--- src/rtl/gray_pkg.sv ---
// Shared types and helpers for the Gray-code sequence generator and its neighbours.
package gray_pkg;

  localparam int unsigned GRAY_WIDTH = 3;
  localparam int unsigned MAX_CNT    = (1 << GRAY_WIDTH) - 1;

  typedef enum logic {
    IDLE   = 1'b0,
    ACTIVE = 1'b1
  } state_t;

  function automatic logic [GRAY_WIDTH-1:0] bin2gray(input logic [GRAY_WIDTH-1:0] bin);
    return bin ^ (bin >> 1);
  endfunction

endpackage

--- src/rtl/bin_to_gray_comb.sv ---
// Pure combinational binary-to-Gray encoder; also usable as a reference model.
module bin_to_gray_comb #(
  parameter int unsigned WIDTH = 3
) (
  input  logic [WIDTH-1:0] bin,
  output logic [WIDTH-1:0] gray_c
);

  assign gray_c = bin ^ (bin >> 1);

endmodule

--- src/rtl/gray_seq_gen.sv ---
// Gray-code sequence source: up/down binary counter, load, valid/ready handshake
// and a one-cycle wrap pulse, all outputs registered.
module gray_seq_gen
  import gray_pkg::*;
#(
  parameter int unsigned WIDTH = GRAY_WIDTH
) (
  input  logic             clk_in,
  input  logic             rst_n_in,
  input  logic             en_in,
  input  logic             up_in,
  input  logic             load_in,
  input  logic [WIDTH-1:0] load_val_in,
  input  logic             ready_in,
  output logic [WIDTH-1:0] gray_out,
  output logic             valid_out,
  output logic             wrap_out
);

  localparam logic [WIDTH-1:0] CNT_MAX = {WIDTH{1'b1}};

  state_t           state;
  state_t           state_nxt;
  logic [WIDTH-1:0] bin;
  logic [WIDTH-1:0] bin_nxt;
  logic [WIDTH-1:0] gray_nxt_c;
  logic             valid_nxt;
  logic             wrap_nxt;
  logic             xfer_c;

  assign xfer_c = valid_out && ready_in;

  // Gray code is encoded from the next counter value so gray_out tracks bin exactly.
  bin_to_gray_comb #(
    .WIDTH (WIDTH)
  ) u_enc (
    .bin    (bin_nxt),
    .gray_c (gray_nxt_c)
  );

  // State, counter and output registers.
  always_ff @(posedge clk_in or negedge rst_n_in) begin
    if (!rst_n_in) begin
      state     <= IDLE;
      bin       <= '0;
      gray_out  <= '0;
      valid_out <= 1'b0;
      wrap_out  <= 1'b0;
    end else begin
      state     <= state_nxt;
      bin       <= bin_nxt;
      gray_out  <= gray_nxt_c;
      valid_out <= valid_nxt;
      wrap_out  <= wrap_nxt;
    end
  end

  // Next state and counter; load overrides everything, including a same-edge transfer.
  always_comb begin
    state_nxt = state;
    bin_nxt   = bin;
    if (load_in) begin
      state_nxt = ACTIVE;
      bin_nxt   = load_val_in;
    end else begin
      unique case (state)
        IDLE: begin
          if (en_in) state_nxt = ACTIVE;
        end
        ACTIVE: begin
          if (xfer_c) begin
            bin_nxt   = up_in ? bin + WIDTH'(1) : bin - WIDTH'(1);
            state_nxt = en_in ? ACTIVE : IDLE;
          end
        end
        default: state_nxt = IDLE;
      endcase
    end
  end

  // Next values of the handshake and wrap outputs.
  always_comb begin
    valid_nxt = (state_nxt == ACTIVE);
    wrap_nxt  = 1'b0;
    if (!load_in && (state == ACTIVE) && xfer_c) begin
      wrap_nxt = up_in ? (bin == CNT_MAX) : (bin == '0);
    end
  end

endmodule

--- config.mk ---
export PLATFORM = sky130hd
export DESIGN_NAME = gray_seq_gen
export DESIGN_NICKNAME = d
export VERILOG_FILES = /design/src/rtl/gray_pkg.sv /design/src/rtl/bin_to_gray_comb.sv /design/src/rtl/gray_seq_gen.sv
export SDC_FILE = /design/constraint.sdc
export NUM_CORES = 1
export LEC_CHECK = 0
export BUFFER_PORTS_ARGS = -buffer_cell sky130_fd_sc_hd__buf_2
export CORE_AREA = 10 10 47 49
export CTS_BUF_LIST = sky130_fd_sc_hd__clkbuf_2 sky130_fd_sc_hd__clkbuf_4 sky130_fd_sc_hd__clkbuf_8
export DETAILED_ROUTE_END_ITERATION = 6
export DIE_AREA = 0 0 57 59
export HOLD_SLACK_MARGIN = 0.08
export MAX_ROUTING_LAYER = met4
export PLACE_DENSITY = 0.46
export SYNTH_ARGS = -nofsm -noshare
export SYNTH_HDL_FRONTEND = slang
export SYNTH_HIERARCHICAL = 1
export SYNTH_SLANG_ARGS = --single-unit
--- constraint.sdc ---
create_clock -name clk_in -period 4 [get_ports clk_in]
set_clock_uncertainty 0.2 [all_clocks]
set_input_delay 0.8 -clock clk_in [delete_from_list [all_inputs] [get_ports clk_in]]
set_output_delay 0.8 -clock clk_in [all_outputs]
set_load 0.02 [all_outputs]
After elaboration in Yosys (flattened, before gate mapping)
Cells that the tools add are included.
{ "word_totals": {"register_bits": 8, "output_inout_bits": 5} }
{ "op_classes": {"addsub": 2, "eq_ne": 1, "n_mux": 10, "n_bitwise": 2, "n_reduce_logical": 5} }
{ "op_table": {"columns": ["cell", "count"], "rows": [
  ["$mux 3", 4],
  ["$mux 1", 5],
  ["$add 3x1->3 const B", 1],
  ["$eq 3x3->1 const B", 1],
  ["$logic_and 1x1->1", 3],
  ["$logic_not 3->1", 1],
  ["$sub 3x1->3 const B", 1],
  ["$xor 3x2->3", 1],
  ["$pmux 1 s2", 1],
  ["$logic_not 1->1", 1],
  ["$not 1->1", 1]
]} }

Longest topological paths before layout
{ "logic_depth": {"word_depth": 6, "depth_mapped": 6} }

Cells and area by module
The synthesis kept the hierarchy.
{ "by_module_without_submodules": {"columns": ["module", "n_inst", "cells_each", "area_each_um2", "seq_area_each_um2"], "rows": [
  ["gray_seq_gen", 1, 29, 336.6, 200.2],
  ["bin_to_gray_comb", 1, 3, 25.0, 0.0]
]} }

Worst setup path before layout
Ideal clock, no wire load.
{ "synth_path": {"path_type": "input-to-reg", "startpoint": "input up_in", "endpoint": "register gray_out[1]", "arrival_ns": 2.106, "setup_slack_ns": 1.615, "stages": 6, "path_buffers": 0, "path_cell_list": "inv_1 -> fa_1 -> xor2_1 -> or3_1 -> a31oi_1 -> xor2_1"} }
{ "synth_via": {"elab_chain_len": 5} }
{ "synth_lines": {"columns": ["item", "line", "rtl"], "rows": [
  ["start, declared", "gray_seq_gen.sv:11", "input logic up_in,"],
  ["$mux 3", "gray_seq_gen.sv:72", "bin_nxt = up_in ? bin + WIDTH'(1) : bin - WIDTH'(1);"],
  ["$mux 3", "gray_seq_gen.sv:71", "if (xfer_c) begin"],
  ["$mux 3", "gray_seq_gen.sv:66", "unique case (state)"],
  ["$mux 3", "gray_seq_gen.sv:62", "if (load_in) begin"],
  ["named net bin_nxt[2]", "gray_seq_gen.sv:25", "logic [WIDTH-1:0] bin_nxt;"],
  ["$xor 3x2->3", "bin_to_gray_comb.sv:9", "assign gray_c = bin ^ (bin >> 1);"],
  ["named net gray_nxt_c[1]", "gray_seq_gen.sv:26", "logic [WIDTH-1:0] gray_nxt_c;"],
  ["end signal, assigned", "gray_seq_gen.sv:52", "gray_out <= gray_nxt_c;"],
  ["end, declared", "gray_seq_gen.sv:15", "output logic [WIDTH-1:0] gray_out,"]
]} }
The timed path passes the listed nets, and every way through them passes these cells.

Final worst setup path
Same ends and word-level chain as after synthesis.

==> flow_summary.toml <==
[status]
status = "finished, final reports clean"

[die]
core_um2 = 1400
pin_count = 14
std_cell_rows = 14
dieWidth_um = 57
initial_core_util = 0.258
fp.dieH_um = 59
die_area_um2 = 3360

[critical_path]
worstSetupStartpoint = "up_in"
crit_fanout = 4
worst-setup-path-type = "in -> reg"
r2r-start = "bin[0]$_DFF_PN0_"
worstPathRequired_ns = 3.97
cp-start-kind = "input port"
cp-endpoint = "gray_out[1]$_DFF_PN0_"
crit_path_end_kind = "flip-flop"
rrSetupSlack_ns = 1.94
cp_data_arrival_time_ns = 2.34
r2r_end = "gray_out[1]$_DFF_PN0_"
rr_worst_depth = 5

[logic_synthesis]
synth_area_leaders = "dfrtp_1 55%, xor2_1 9.7%, fa_1 5.5%"
synth_area_per_cell_um2 = 11.3
synth_most_common_cell = "dfrtp_1"
synth_edf_count = 0
syn-cell-area_um2 = 362
ys_seq_area_frac = 0.554
async_flop_share = 1.00
synthFlopType = "dfrtp_1"
synth_nets = 42
ys_types = 14
ys_top_cells_by_count = "8 x dfrtp_1, 4 x o21ai_0, 4 x xor2_1"
synth_top_area_share = 0.554
yosys_warnings = 6
synth.ff_latch_count = 8
synth_area_leader_cell = "dfrtp_1"
synthCells = 32

[routing]
drt-pass1-iter-count = 2
drt_iter0_drc = 2
vias = 268
via_per_inst = 4.25
ant_nets = 0
wl_per_cell_um = 12.2
drc = 0
drt_wl_total_um = 767

[final_layout]
num-fill-cells = 159
fin_nets = 59
diodes = 0
area_growth_pct = 27.7
drive_gt1_frac = 0.362
fin_util = 0.329

[power_and_ir_drop]
p_leak_uw = 0.000232
powerDensity_nw_per_um2 = 445
max-vdd-ir-drop_mv = 0.119
fin_total_pwr_uw = 205

[global_routing]
grt_max_degree = 9
first_global_vias = 276
grt_use_total = 0.0555
grt-ovfl-total = 0
grt_pass1_wl_um = 1320
antenna_found_initial = 0

[timing]
rsz0062_at_grt = "false"
period_share = 0.593
hold_viol_final = 0
relSlewSlack = 0.712
period_needed_ns = 2.37
timing.fmax_mhz = 421
tns_ns = 0
worstMarginPinSlew_ns = 0.428
setup_violations = 0
slew_viol_final = 0

[clock_network]
h-tree-depth = 1
cts_max_path_buffers = 2
cts_resized = 0
path_clk_slew_ns = 0.05
postCtsSetupBuffers = 0
cts_sinks = 8
cts_tree = "done"
clk-insertion-delay-late_ns = 0.25
hold_buffers = 0
numCtsBuffers = 3
cts-root-buf = "clkbuf_4"

[placement]
place.gp.congestion = 0.703
numPortBuffers = 13

[flow_run]
maxCapViolCount = 0

[worst_hold_path]
min-delay-path-class = "in -> async"
## power by group
| group | internal, uW | switching, uW |
|---|---|---|
| clock network | 34.1 | 24.2 |
| registers | 93.1 | 6.73 |
| logic | 18.2 | 28.9 |
| total | 145 | 59.8 |
## layout make-up
type	instances	area [um2]	area share
well taps	16	20.0	0.0434
repair buffers	13	65.1	0.141
clock buffers	3	22.5	0.0488
multi-input cells	20	143	0.309
inverters	3	11.3	0.0244
flip-flops and latches	8	200	0.434
## per-stage QoR
stage	cell area (um2)	hold slack, ns	worst slack, ns	std cells
after floorplan	362	0.304	1.61	32
after global placement	439	0.346	1.38	60
after detailed placement	439	0.363	1.36	60
after CTS	462	0.178	1.62	63
after global routing	462	0.166	1.55	63
final	462	0.179	1.63	63
## flip-flops by register name, indices dropped and copies added, names as in the netlist
signal,flops
bin,3
gray_out,3
wrap_out,1
state,1
## worst max-delay path, cell delays in order
cell and delay (ns):
buf_2 0.11, inv_1 0.06, fa_1 0.43, xor2_1 0.16, or3_1 0.30, a31oi_1 0.31, xor2_1 0.18
## kinds of logic (layout without fill, tap and decap cells)
family / Yosys count / in the layout / share of synthesized area
flops: 8 / 8 / 0.554
xor+xnor: 4 / 4 / 0.0969
simple gates: 8 / 8 / 0.107
buf+inv: 4 / 19 / 0.0519
fa+ha+maj: 1 / 1 / 0.0554
mux: 1 / 1 / 0.0277
compound gates: 6 / 6 / 0.107
## layer usage
layer  track usage  part of all wire  vias to the layer above
met5             -                 0                        -
met4        0.0705             0.025                        0
met3        0.0215             0.035                        2
met2        0.0605              0.39                       11
met1        0.0654              0.54                      119
li1              -                 -                      136
## cells in the final DEF, fill, tap and decap left out
| cell | count |
|---|---|
| o21ai_0 | 4 |
| inv_1 | 3 |
| or4_1 | 1 |
| nor2_1 | 2 |
| xor2_1 | 4 |
| a31oi_1 | 1 |
| nand2_1 | 3 |
| buf_2 | 13 |
| or3_1 | 1 |
| fa_1 | 1 |
| a211oi_2 | 1 |
| dfrtp_1 | 8 |
| nand4_1 | 1 |
| clkbuf_4 | 3 |
| mux2i_1 | 1 |
## worst min-delay path by stage
stage	from	end	slack, ns	depth (start not counted)
6_report	rst_n_in	gray_out[2]$_DFF_PN0_	0.18	1
5_1_grt	rst_n_in	gray_out[2]$_DFF_PN0_	0.17	1
2_1_floorplan	rst_n_in	bin[0]$_DFF_PN0_	0.30	0
3_3_place_gp	state$_DFF_PN0_	state$_DFF_PN0_	0.35	2
3_5_place_dp	state$_DFF_PN0_	state$_DFF_PN0_	0.36	2
4_1_cts	rst_n_in	gray_out[2]$_DFF_PN0_	0.18	1
Note: power is estimated with default switching activity, not from simulation.
